==> src/rtl/datapath_sequencer.sv <==
// rtl/datapath_sequencer.sv - multi-cycle controller for the register-file + ALU + write-back datapath
// Accepts one LI or ALU instruction per handshake and steps it through READ/EXEC/WRITE.
module datapath_sequencer #(
  parameter int DATA_WIDTH = 32,
  parameter int ADDR_WIDTH = 5,
  parameter int OP_WIDTH   = 3
) (
  input  logic                  Clock,
  input  logic                  Reset,
  input  logic                  Instr_Valid,
  output logic                  Instr_Ready,
  input  logic                  Instr_Kind,
  input  logic [OP_WIDTH-1:0]   Instr_Opcode,
  input  logic [ADDR_WIDTH-1:0] Instr_Rs1,
  input  logic [ADDR_WIDTH-1:0] Instr_Rs2,
  input  logic [ADDR_WIDTH-1:0] Instr_Rd,
  input  logic [DATA_WIDTH-1:0] Instr_Imm,
  input  logic                  zero,
  output logic [ADDR_WIDTH-1:0] Read_Addr_1,
  output logic [ADDR_WIDTH-1:0] Read_Addr_2,
  output logic [ADDR_WIDTH-1:0] Write_Addr,
  output logic                  Write_Enable,
  output logic                  Mux_ctrl,
  output logic [OP_WIDTH-1:0]   opcode,
  output logic [DATA_WIDTH-1:0] Data_in,
  output logic                  Done,
  output logic                  Zero_Flag
);

  typedef enum logic [1:0] {
    ST_IDLE  = 2'd0,
    ST_READ  = 2'd1,
    ST_EXEC  = 2'd2,
    ST_WRITE = 2'd3
  } state_t;

  state_t                state_q, state_d;
  logic                  kind_q, kind_d;
  logic [OP_WIDTH-1:0]   opcode_q, opcode_d;
  logic [ADDR_WIDTH-1:0] rs1_q, rs1_d;
  logic [ADDR_WIDTH-1:0] rs2_q, rs2_d;
  logic [ADDR_WIDTH-1:0] rd_q, rd_d;
  logic [DATA_WIDTH-1:0] imm_q, imm_d;
  logic                  zero_flag_q, zero_flag_d;

  always_ff @(posedge Clock) begin
    if (Reset) begin
      state_q     <= ST_IDLE;
      kind_q      <= 1'b0;
      opcode_q    <= '0;
      rs1_q       <= '0;
      rs2_q       <= '0;
      rd_q        <= '0;
      imm_q       <= '0;
      zero_flag_q <= 1'b0;
    end else begin
      state_q     <= state_d;
      kind_q      <= kind_d;
      opcode_q    <= opcode_d;
      rs1_q       <= rs1_d;
      rs2_q       <= rs2_d;
      rd_q        <= rd_d;
      imm_q       <= imm_d;
      zero_flag_q <= zero_flag_d;
    end
  end

  // Fields are only captured in IDLE, so Instr_* is ignored while an instruction is in flight.
  always_comb begin
    state_d     = state_q;
    kind_d      = kind_q;
    opcode_d    = opcode_q;
    rs1_d       = rs1_q;
    rs2_d       = rs2_q;
    rd_d        = rd_q;
    imm_d       = imm_q;
    zero_flag_d = zero_flag_q;
    case (state_q)
      ST_IDLE: begin
        if (Instr_Valid) begin
          kind_d   = Instr_Kind;
          opcode_d = Instr_Opcode;
          rs1_d    = Instr_Rs1;
          rs2_d    = Instr_Rs2;
          rd_d     = Instr_Rd;
          imm_d    = Instr_Imm;
          state_d  = Instr_Kind ? ST_READ : ST_WRITE;
        end
      end
      ST_READ: state_d = ST_EXEC;
      ST_EXEC: begin
        zero_flag_d = zero;
        state_d     = ST_WRITE;
      end
      ST_WRITE: state_d = ST_IDLE;
      default:  state_d = ST_IDLE;
    endcase
  end

  logic in_write;
  logic alu_busy;

  always_comb begin
    in_write     = (state_q == ST_WRITE);
    alu_busy     = (state_q != ST_IDLE) && kind_q;
    Instr_Ready  = (state_q == ST_IDLE) && !Reset;
    Read_Addr_1  = alu_busy ? rs1_q : '0;
    Read_Addr_2  = alu_busy ? rs2_q : '0;
    opcode       = alu_busy ? opcode_q : '0;
    Write_Addr   = in_write ? rd_q : '0;
    Write_Enable = in_write;
    Done         = in_write;
    Mux_ctrl     = in_write && kind_q;
    Data_in      = (in_write && !kind_q) ? imm_q : '0;
    Zero_Flag    = zero_flag_q;
  end

endmodule

==> config.mk <==
export PLATFORM = sky130hd
export DESIGN_NAME = datapath_sequencer
export DESIGN_NICKNAME = d
export VERILOG_FILES = /design/src/rtl/datapath_sequencer.sv
export SDC_FILE = /design/constraint.sdc
export NUM_CORES = 1
export LEC_CHECK = 0
export CORE_ASPECT_RATIO = 0.5
export CORE_MARGIN = 4
export CORE_UTILIZATION = 44
export CTS_CLUSTER_SIZE = 14
export DETAILED_ROUTE_END_ITERATION = 6
export GPL_TIMING_DRIVEN = 0
export PLACE_DENSITY = 0.83
export SYNTH_ARGS = -nofsm -noshare
export SYNTH_HDL_FRONTEND = slang
export SYNTH_SLANG_ARGS = --single-unit
==> constraint.sdc <==
create_clock -name Clock -period 2.1 [get_ports Clock]
set_input_delay 0.315 -clock Clock [delete_from_list [all_inputs] [get_ports Clock]]
set_output_delay 0.315 -clock Clock [all_outputs]
set_load 0.02 [all_outputs]
==> run_results.csv <==
group,metric,value,unit
status,status,"complete, no violations",
flow_run,drv_cap,0,
pwr,ir_drop,0.000572,V
synth,synthesis.nets,371,
timing,holdWs,0.343,ns
global_routing,grt_util_met3,3.71,%
routing,detail-route-antenna-nets,0,
synth,synth-main-ff-cell,"dfxtp_1",
worst_setup_path,cp_top_family,"buffers and inverters",
timing,setup_viol,0,
clocking,clkSinkCount,54,
routing,vias,2611,
final_layout,stdcell_count,514,
timing,post-route-period-util,96.5,%
synth,synth_edf_count,0,
synth,synth_most_common_cell,"dfxtp_1",
global_routing,grt-ovfl-total,0,
worst_setup_path,worstSetupEndpointType,"primary output",
clocking,cts_tree,"built",
final_layout,insertedDiodeCount,0,
routing,drtPass1Iterations,4,
timing,worst_slew_pin_slew,0.461,ns
timing,finalHoldViolCount,0,
timing,fin_tns_setup,0,ns
synth,synth_seq_cells,54,
worst_setup_path,cp_num_buf_inv,2,
global_routing,grt_pass1_wl,12700,um
timing,fin_worst_skew,0.00292,ns
timing,min_period,2.03,ns
synth,ys_types,21,
clocking,holdBufCountCts,0,
routing,wirelength,7690,um
pwr,p_leak,1.65,nW
clocking,numCtsBuffers,5,
final_layout,layout-drive-gt1-share,29.6,%
timing,rsz0062_at_grt,"false",
global_routing,grt_use_met2,36.5,%
final_layout,n_fill_cell,537,
routing,drc,0,
clocking,cts_root_buffer,"clkbuf_16",
routing,wl_per_cell,15.0,um
clocking,cts_htree_levels,2,
global_routing,grt_use_met1,24.5,%
timing,slew-limit-headroom,69.3,%
synth,synth.avg_cell_area,8.92,um2
routing,dr.first_iter.drc_count,177,
global_routing,grtUsageTotal,20.0,%
final_layout,syn2layout_area_growth,43.8,%
placement,placedCellCount,507,
global_routing,top_usage_layer,"met2",
worst_setup_path,crit_chain,"ha_4, and2b_2, clkbuf_4, and2_1, clkdlybuf4s15_1",
global_routing,grt_max_degree,16,
floorplan,ioPinCount,110,
worst_setup_path,cp-start-kind,"register",
clocking,clk_pin_slew,0.07,ns
synth,ys_warn_count,0,
placement,hpwl,5780,um
worst_setup_path,critPathMaxFanout,10,
synth,yosysTopAreaCell,"dfxtp_1",
worst_setup_path,setup.worst_path.class,"register to primary output",
routing,viasPerCell,5.08,
worst_setup_path,worst_path_max_delay_cell,"dfxtp_2",
floorplan,initial_core_util,45.6,%
worst_setup_path,cp.required,1.78,ns
pwr,cellPowerDensity,851,nW/um2
floorplan,die_w,120,um
synth,yosys-top-cells-count,"54 x dfxtp_1, 51 x a21bo_2, 51 x a21oi_1, 51 x and2_1, 51 x nand3_1",
final_layout,layout.nets,484,
synth,synthCells,312,
final_layout,finalInstanceArea,4000,um2
hold_path,hp-class,"input pin to register",
timing,fmax,0.493,GHz
floorplan,die_y,64.2,um
floorplan,die-area,7740,um2
global_routing,grt_pass1_vias,2620,
timing,slew_violations,0,
placement,io_buffers,107,
floorplan,rows,20,
synth,yosys-top-cells-area,"dfxtp_1 39%, a21bo_2 18%, and2_1 11%",
placement,globalplace.congestion,0.824,
clocking,clk_latency,0.28,ns
global_routing,grt_antenna_before_repair,0,
synth,syn_area,2780,um2
clocking,cts_buffer_depth,2,
synth,postSynth.asyncResetShare,0,%
worst_setup_path,slowest_delay,0.38,ns
synth,ys_seq_area_share,38.8,%
placement,placed_area,3960,um2
synth,synth_top_area_share,38.8,%
worst_setup_path,arrival,1.71,ns
floorplan,core,6110,um2
==> per-stage QoR <==
| step | total power, W | setup WS, ns | utilization [%] |
|---|---|---|---|
| after floorplan | 0.00218 | 0.403 | - |
| after global placement | 0.00255 | -0.294 | 64.9 |
| after detailed placement | 0.00260 | -0.348 | 64.9 |
| after CTS | 0.00343 | 0.00289 | 67.5 |
| after global routing | 0.00362 | 0.00144 | 65.5 |
| final | 0.00341 | 0.0735 | 65.5 |
==> state kept, by name, summed over array words and instances (netlist names) <==
| name | count |
|---|---|
| imm_q | 32 |
| rd_q | 5 |
| Zero_Flag | 1 |
| rs1_q | 5 |
| rs2_q | 5 |
| opcode_q | 3 |
| kind_q | 1 |
| state_q | 2 |
==> power by group <==
part           leakage [nW]  switching (W)  internal (W)
Clock                0.0739       0.000348      0.000473
Combinational          1.13       0.000711      0.000606
Sequential            0.443      0.0000780       0.00119
==> path summary, 6_finish.rpt <==
kind                            startpoint     endpoint  slack [ns]  depth (start not counted)
worst min-delay path                 Reset    imm_q[26]        0.34                          2
worst min register to register   Zero_Flag    Zero_Flag        0.55                          2
worst max-delay path            state_q[1]  Data_in[24]        0.07                          5
worst max register to register  state_q[0]     imm_q[0]        0.62                          7
==> cell type report <==
class,instances,area (um2),share of cell area (%)
timing repair buffer,107,926,23.1
multi-input combinational,221,1510,37.6
inverter,2,7.51,0.188
buffer,34,221,5.53
clock buffer,7,143,3.56
clock inverter,1,5.00,0.125
tap,88,110,2.75
sequential,54,1080,27.1
==> per-layer routing <==
metal  up-vias  part of all wire, %
li1       1301                    -
met1      1232                   43
met2        68                   51
met3        10                  4.9
met4         0                  1.4
met5         -                    0
==> logic make-up (layout without fill, tap and decap cells) <==
| logic type | after synthesis | in the layout | share of synthesized area, % |
|---|---|---|---|
| fa+ha+maj | 4 | 4 | 1.80 |
| simple gates | 112 | 112 | 22.9 |
| mux | 1 | 1 | 0.360 |
| buf+inv | 37 | 151 | 7.73 |
| compound gates | 104 | 104 | 28.3 |
| flops | 54 | 54 | 38.8 |
==> cells in the final DEF, fill, tap and decap left out, drive strengths merged <==
cell type,instances
and2,51
buf,38
nand2b,3
nand3,51
clkinv,1
mux2i,1
nor2,2
ha,4
clkdlybuf4s50,61
clkdlybuf4s15,14
a211oi,1
a21oi,51
nor2b,2
nor3b,2
a21bo,51
clkbuf,33
a311oi,1
dfxtp,54
dlygate4sd2,2
and2b,1
inv,2
==> what timing repair did <==
item | CTS | global route
setup endpoints to repair | 52 | 44
resized for setup | 94 | 56
buffers inserted | 0 | 0
Note: power is estimated with default switching activity, not from simulation.
